**config.mk**
```make
export PLATFORM = sky130hd
export DESIGN_NAME = seq_det_param
export DESIGN_NICKNAME = d
export VERILOG_FILES = /design/src/rtl/seq_det_param.sv
export SDC_FILE = /design/constraint.sdc
export NUM_CORES = 1
export LEC_CHECK = 0
export ABC_AREA = 1
export CORE_MARGIN = 2
export CORE_UTILIZATION = 44
export CTS_CLUSTER_SIZE = 28
export DETAILED_ROUTE_END_ITERATION = 12
export GPL_ROUTABILITY_DRIVEN = 1
export GPL_TIMING_DRIVEN = 0
export PLACE_DENSITY = 0.7
export SETUP_SLACK_MARGIN = 0.2
export SKIP_LAST_GASP = 1
export SLEW_MARGIN = 25
export SYNTH_ARGS = -nofsm -noshare
export SYNTH_HDL_FRONTEND = slang
export SYNTH_SLANG_ARGS = --single-unit
export TNS_END_PERCENT = 30
```
**constraint.sdc**
```tcl
create_clock -name clk -period 2.5 [get_ports clk]
set_input_delay 0.5 -clock clk [delete_from_list [all_inputs] [get_ports clk]]
set_output_delay 0.5 -clock clk [all_outputs]
set_load 0.01 [all_outputs]
```
**src/rtl/seq_det_param.sv**
```systemverilog
// rtl/seq_det_param.sv - parametrised serial sequence detector with loadable pattern and saturating match counter
module seq_det_param #(
    parameter int             LEN     = 4,
    parameter logic [LEN-1:0] PATTERN = 4'b1101,
    parameter bit             OVERLAP = 1'b1,
    parameter int             CNT_W   = 8
) (
    input  logic             clk,
    input  logic             reset,
    input  logic             x,
    input  logic             x_valid,
    input  logic             pat_ld,
    input  logic [LEN-1:0]   pat_in,
    input  logic             cnt_clr,
    output logic             z,
    output logic [CNT_W-1:0] match_count,
    output logic [LEN-1:0]   pat_cur
);

    localparam int             FW        = $clog2(LEN + 1);
    localparam logic [FW-1:0]  FILL_LAST = FW'(LEN - 1);

    // FILL: fewer than LEN valid bits seen since the last restart; FULL: a
    // complete window is available and every valid bit can complete a match.
    typedef enum logic {
        S_FILL = 1'b0,
        S_FULL = 1'b1
    } state_e;

    state_e           state, state_nx;
    logic [FW-1:0]    fill, fill_nx;
    logic [LEN-1:0]   hist, hist_nx;
    logic [LEN-1:0]   nh;
    logic [LEN-1:0]   pat_nx;
    logic             z_nx;
    logic             match;
    logic [CNT_W-1:0] cnt_nx;

    always_ff @(posedge clk) begin
        if (!reset) begin
            state       <= S_FILL;
            fill        <= '0;
            hist        <= '0;
            z           <= 1'b0;
            match_count <= '0;
            pat_cur     <= PATTERN;
        end else begin
            state       <= state_nx;
            fill        <= fill_nx;
            hist        <= hist_nx;
            z           <= z_nx;
            match_count <= cnt_nx;
            pat_cur     <= pat_nx;
        end
    end

    always_comb begin
        state_nx = state;
        fill_nx  = fill;
        hist_nx  = hist;
        pat_nx   = pat_cur;
        z_nx     = 1'b0;
        match    = 1'b0;
        nh       = {hist[LEN-2:0], x};

        if (pat_ld) begin
            pat_nx   = pat_in;
            hist_nx  = '0;
            fill_nx  = '0;
            state_nx = S_FILL;
        end else if (x_valid) begin
            hist_nx = nh;
            // The reset history can equal the pattern, so a match needs a full window.
            match   = ((state == S_FULL) || (fill == FILL_LAST)) && (nh == pat_cur);
            if (state == S_FILL) begin
                fill_nx = fill + 1'b1;
                if (fill == FILL_LAST) begin
                    state_nx = S_FULL;
                end
            end
            if (match && !OVERLAP) begin
                state_nx = S_FILL;
                fill_nx  = '0;
            end
            z_nx = match;
        end
    end

    always_comb begin
        cnt_nx = match_count;
        if (cnt_clr) begin
            cnt_nx = '0;
        end else if (match && !(&match_count)) begin
            cnt_nx = match_count + 1'b1;
        end
    end

endmodule

```
After elaboration in Yosys (flattened, before gate mapping)
Cells that the tools add are included.

operators by class
  bitwise gates (word level) = 2
  add/subtract/negate cells = 2
  multiplexer cells = 4
  equal/unequal tests = 2
  reductions and logical operators = 8

operators by type and width
  operator                                                          number
  8-bit by 1-bit adder with 8-bit output (second input constant)    1
  8-bit AND reduction                                               1
  4-bit == test                                                     1
  1-bit two-way mux                                                 4
  2-bit OR reduction                                                2
  3-bit by 1-bit adder with 3-bit output (second input constant)    1
  3-bit by 2-bit == test with 1-bit output (second input constant)  1
  1-bit logical AND                                                 2
  1-bit inverter                                                    2
  2-bit AND reduction                                               1
  1-bit logical NOT                                                 1
  1-bit logical OR                                                  1

word-level totals
  flip-flop bits (word level) = 20
  word-level logic and storage cells = 24

Longest topological paths before layout
Gate-level depths: netlist (run 1).

  depth in word-level cells = 6
  gate-level depth with buffers = 11

Worst setup path before layout (run 1)
Ideal clock, no wire load.

  path kind = flip-flop to flip-flop
  from = reg fill[0]
  to = reg match_count[0]
  stages on the path, launching flop included = 12
  required time = 2387 ps
  setup slack = 1149 ps
  arrival time = 1238 ps
  library setup time = 113 ps
  path through = dfxtp_1 > ha_1 > ha_1 > inv_1 > nand2_1 > nand2_1 > nor2_4 > nand3_2 > nor2_2 > nand2_1 > nand2_1 > nor2_1

between the ends
  cells in the longest elaborated chain, start to end = 6

ends and longest elaborated chain
  item                                      line  RTL
  start: declaration                        31    logic [FW-1:0] fill, fill_nx;
  start signal: assignment                  49    fill <= fill_nx;
  3-bit by 2-bit == test with 1-bit output  74    match = ((state == S_FULL) || (fill == FILL_LAST)) && (nh == pat_cur);
  1-bit logical OR                          74
  1-bit logical AND                         74
  1-bit two-way mux (2 in a row)            n/a
  1-bit logical AND                         93    end else if (match && !(&match_count)) begin
  end signal: assignment                    52    match_count <= cnt_nx;
  end: declaration                          16    output logic [CNT_W-1:0] match_count,

Every way passes these cells.
A chain may end at the register's enable or synchronous reset.

Final worst setup path (run 1)
  from = reg match_count[2]
  to = out match_count[2]

No word-level cell between the ends.

==> reports/qor.yml, run 1 <==
yosys:
  synth_warnings: 0
  seq_area_frac_synth_pct: 36.2
  synth-async-reset-ratio_pct: 0
  syn-cell-area_um2: 1110
  synth_seq_cells: 20
  synth_edf_count: 0
  synth_area_leader_cell: "dfxtp_1"
  syn_nets: 172
  syn_area_per_cell_um2: 6.96
  ys_types: 20
  yosys-top-cells-area: "dfxtp_1 36%, nand2_1 13%, inv_1 8.1%, a21oi_1 6.3%, nor2_1 5.1%"
  ys.flop_type: "dfxtp_1"
  syn_inst: 159
  synth_top_cell_area_share_pct: 36.2
clocking:
  cts_max_level: 1
  cts.clk_slew.worst_paths_ns: 0.10
  cts_tree: "built"
  cts_resized: 0
  root_buffer: "clkbuf_4"
  insertion_delay_ns: 0.30
  cts_setup_buffers: 0
  cts_max_path_buffers: 2
  cts_buffers: 3
  hold_buffers: 0
  clkSinkCount: 20
critical_path:
  arrival_ns: 1.33
  slowest_delay_ns: 0.58
  crit_buf_inv: 1
  r2r_cells: 11
  cp.depth: 1
  cp.required_ns: 2.00
  crit_family: "buffers and inverters"
  path_cells: "clkdlybuf4s50_1"
  rrSetupSlack_ns: 0.97
  cp_slowest_cell: "clkdlybuf4s50_1"
  end_kind: "output port"
  r2r-start: "fill[0]"
  startpoint_type: "flip-flop"
  worstSetupPathType: "reg -> out"
  reg2reg_to: "match_count[0]"
  cp_max_fo: 6
floorplanning:
  io_pins: 23
  num_rows: 18
  dieArea_um2: 2930
  initial_core_util_pct: 45.5
  core-area_um2: 2430
  die_h_um: 54.1
  fp.dieW_um: 54.1
final_layout:
  final_common_cell: "nand2_1"
  diodes: 0
  layout_common_cells: "39 x nand2_1, 24 x inv_1, 22 x clkdlybuf4s50_1, 20 x dfxtp_1, 15 x nor2_1"
  finalNetCount: 199
  area_delta_synth_final_pct: 26.6
  layout-drive-gt1-share_pct: 11.4
placement:
  gp_congestion: 0.759
  hpwl_um: 1820
  portBuffers: 22
global_route:
  grtUsageMet2_pct: 30.7
  grt_max_degree: 12
  grt_use_met1_pct: 24.6
  overflow: 0
  antenna_found_initial: 0
  top_usage_layer: "met2"
  grtUsageMet3_pct: 5.83
  grt_pass1_vias: 992
  grt_pass1_wl_um: 4070
  grtUsageTotal_pct: 18.9
power:
  combPwrFrac_pct: 12.5
  p_sw_share_pct: 24.0
  internal_power_mw: 0.449
  p_leak_nw: 0.568
  power.total_mw: 0.591
  pwr-share-seq_pct: 56.4
  power_switching_mw: 0.142
  clkPwrFrac_pct: 31.0
  cellPowerDensity_nw_per_um2: 422
  max-vdd-ir-drop_mv: 0.366
route:
  wl_per_cell_um: 10.8
  ant_nets: 0
  drtIter0Drc: 13
  drc: 0
  via_count: 1057
  drt_first_pass_iters: 4
  totalWireLength_um: 2330
  vias_per_cell: 4.92
timing:
  rsz0062_at_grt: "false"
  skew_ns: 0.00436
  setup_viol: 0
  final.min_clock_period_ns: 1.83
  finalSetupTns_ns: 0
  fmax_mhz: 546
  max_slew.worst_pin.slew_ns: 0.303
  hold_viol_final: 0
  relSlewSlack_pct: 79.3
  min_period_over_period_pct: 73.3
  slew_viol_final: 0
run_status:
  outcome: "complete, no violations"
run:
  cap_violations: 0
min_path:
  hold_path_class: "reg -> reg"
  hold_depth: 2
  hold_path_end: "fill[0]"
  worstHoldStart: "fill[0]"
[worst reg2reg max path, cell delays in order (launching register included)]
cell	delay (ns)
dfxtp_1	0.35
ha_1	0.16
ha_1	0.14
inv_1	0.04
nand2_1	0.07
nand2_1	0.08
nor2_4	0.16
nand3_2	0.09
nor2_2	0.17
nand2_1	0.08
nand2_1	0.06
nor2_1	0.04
[state kept, by name, indices dropped and copies added (netlist names)]
signal and flops:
state 1, hist 3, fill 3, match_count 8
z 1, pat_cur 4
[routing by layer]
metal / up-vias / wire [um]
li1: 554 / -
met5: - / 0
met2: 14 / 1110
met1: 487 / 1110
met3: 2 / 86
met4: 0 / 15
[synth_stat cells, types with 2 or more instances]
cell,number
a21oi_1,14
dfxtp_1,20
ha_1,3
inv_1,24
inv_2,3
nand2_1,39
nand2_2,3
nand3_1,10
nand3_2,2
nor2_1,15
nor2_2,3
nor2_4,4
o21ai_0,10
xor2_1,3
[final cells by class]
class | instances | area (um2)
Tap cell | 30 | 37.5
Clock buffer | 4 | 36.3
Timing Repair Buffer | 22 | 220
Inverter | 28 | 105
Fill cell | 249 | 1030
Multi-Input combinational cell | 111 | 601
Sequential cell | 20 | 400
[metrics by stage]
stage                     cell area (um2)  hold WS, ns  utilization [%]  std cells  setup slack [ns]
final                                1400        0.477             57.6        215             0.667
after global routing                 1400        0.514             57.6        215             0.581
after CTS                            1400        0.482             57.6        215             0.652
after detailed placement             1360        0.466             56.1        211             0.475
after global placement               1360        0.453             56.1        211             0.513
after floorplan                      1110        0.443                -        159              1.15
[power by group through the flow]
stage          clock (mW)  combinational (mW)  sequential [mW]
4_1_cts             0.190              0.0748            0.334
2_1_floorplan           0              0.0381            0.341
3_3_place_gp            0              0.0717            0.340
5_1_grt             0.207              0.0826            0.335
3_5_place_dp            0              0.0744            0.341
6_report            0.183              0.0740            0.334
[logic make-up after synthesis]
group	Yosys count	share of synthesized area, %
AOI/OAI and AO/OA	25	11.7
and+or+nand+nor	80	36.9
DFF	20	36.2
xor gates and xnor gates	3	2.38
adders and majority gates	3	3.39
buffers and inverters	28	9.50
[how the worst max path moves through the flow]
stage / endpoint / startpoint / slack, ns
finish: match_count[2] / match_count[2] / 0.67
detailed placement: match_count[0] / pat_ld / 0.47
floorplan: match_count[0] / fill[0] / 1.15
CTS: match_count[2] / match_count[2] / 0.65
global placement: match_count[1] / pat_ld / 0.51
global route: match_count[2] / match_count[2] / 0.58
Power figures use the tool's default switching activity.
==> run 2, diff against run 1 <==
--- a/config.mk
+++ b/config.mk
@@ -12,7 +12,7 @@
 export DETAILED_ROUTE_END_ITERATION = 12
 export GPL_ROUTABILITY_DRIVEN = 1
 export GPL_TIMING_DRIVEN = 0
-export PLACE_DENSITY = 0.7
+export PLACE_DENSITY = 0.73
 export SETUP_SLACK_MARGIN = 0.2
 export SKIP_LAST_GASP = 1
 export SLEW_MARGIN = 25
==> constraint.sdc (replaced) <==
create_clock -name clk -period 1.6 [get_ports clk]
set_input_delay 0.32 -clock clk [delete_from_list [all_inputs] [get_ports clk]]
set_output_delay 0.32 -clock clk [all_outputs]
set_load 0.01 [all_outputs]
==> reports/qor.yml, run 2 (synthesized netlist as in run 1, its figures left out) <==
critical_path:
  cp.required_ns: 1.28
  crit_buf_inv: 1
  startpoint_type: "flip-flop"
  slowest_delay_ns: 0.56
  path_cells: "clkdlybuf4s50_1"
  crit_family: "buffers and inverters"
  end_kind: "output port"
  cp_slowest_cell: "clkdlybuf4s50_1"
  arrival_ns: 1.27
  worstSetupPathType: "reg -> out"
  cp_max_fo: 4
final_layout:
  layout_common_cells: "36 x nand2_1, 22 x inv_1, 14 x nor2_1, 13 x clkdlybuf4s50_1, 12 x a21oi_1"
  regArea_um2: 419
  multi_input_area_um2: 666
  stdcell_count: 219
  top_regs: "match_count: 8 flops, pat_cur: 4 flops"
  layout-drive-gt1-share_pct: 24.3
  stdcell_area_um2: 1530
  diodes: 0
  fill_cells: 217
  final_common_cell: "nand2_1"
  area_delta_synth_final_pct: 38.7
  largest_reg_flops: 8
  finalNetCount: 203
  top_register: "match_count"
timing:
  setup_viol: 0
  layout_setup_ws_ns: 0.0140
  slew_viol_final: 0
  final.min_clock_period_ns: 1.59
  min_period_over_period_pct: 99.1
  whs_ns: 0.466
  max_slew.worst_pin.slew_ns: 0.360
  skew_ns: 0.00355
  rsz0062_at_grt: "true"
  relSlewSlack_pct: 76.0
  hold_viol_final: 0
  fmax_mhz: 631
route:
  vias_per_cell: 4.94
  ant_nets: 0
  drtIter0Drc: 17
  drc: 0
  via_count: 1082
  totalWireLength_um: 2510
  drt_first_pass_iters: 4
  wl_per_cell_um: 11.5
floorplanning:
  num_rows: 18
  initial_core_util_pct: 45.5
  core-area_um2: 2430
  dieArea_um2: 2930
  die_h_um: 54.1
  fp.dieW_um: 54.1
  io_pins: 23
global_route:
  grtUsageTotal_pct: 18.0
  grt_pass1_vias: 927
  overflow: 0
  grt_max_degree: 13
  grt_pass1_wl_um: 3820
  antenna_found_initial: 0
placement:
  placedCellCount: 211
  gp_congestion: 0.827
  hpwl_um: 1710
  post_dp_cell_area_um2: 1360
  dp_slack_ns: -0.287
  portBuffers: 22
clocking:
  cts_max_path_buffers: 2
  clkSinkCount: 20
  insertion_delay_ns: 0.30
  cts.clk_slew.worst_paths_ns: 0.12
  cts_max_level: 1
  hold_buffers: 0
  root_buffer: "clkbuf_4"
  cts_buffers: 3
  cts_tree: "built"
run_status:
  outcome: "complete, no violations"
power:
  p_leak_nw: 0.684
  power.total_mw: 1.05
  max-vdd-ir-drop_mv: 0.812
  cellPowerDensity_nw_per_um2: 687
min_path:
  hold_path_class: "in -> reg"
run:
  cap_violations: 0
-- run 2: changes by cell type in the layout (fill, tap and decap cells not counted), moves of 4 or more --
cell             before  now
dfxtp_2               0    6
dfxtp_1              20   11
dlygate4sd2_1         0    5
clkdlybuf4s50_1      22   13
dlymetal6s2s_1        0    4
buf_4                 0    4
-- run 2: worst paths after layout --
path / startpoint / to / slack (ns) / cells after the start
max: pat_cur[0] / pat_cur[0] / 0.01 / 1
min reg2reg: hist[2] / hist[2] / 0.50 / 2
max reg2reg: fill[1] / match_count[0] / 0.15 / 11
min: pat_ld / pat_cur[0] / 0.47 / 3
-- run 2: timing repair --
item / in CTS / in global routing
buffers inserted: 0 / 4
gates cloned: 0 / 0
pin swaps: 0 / 14
endpoints found under the setup margin: 21 / 20
resized for setup: 10 / 27
-- run 2: cell type report --
class	count	area share, %
Clock buffer	3	1.47
Multi-Input combinational cell	111	43.4
Tap cell	30	2.45
Sequential cell	20	27.3
Timing Repair Buffer	26	16.6
Inverter	28	6.85
Clock inverter	1	1.96
-- run 2: report_power, final --
group / total (mW) / switching (mW) / internal (mW)
Combinational: 0.123 / 0.0694 / 0.0532
Clock: 0.414 / 0.161 / 0.253
Sequential: 0.518 / 0.0114 / 0.506
-- run 2: layer usage --
metal  wire [um]  part of all wire (%)  global-route usage, %
met1        1170                    46                   22.4
met2        1230                    49                   30.7
met3          78                   3.1                   5.00
met4          38                   1.5                   3.75
met5           0                     0                      0
-- run 2: through the flow --
stage | utilization [%] | TNS [ns]
after floorplan | - | 0
after global placement | 56.1 | -1.68
after detailed placement | 56.1 | -1.93
after CTS | 58.2 | 0
after global routing | 63.1 | -0.0557
final | 63.1 | 0
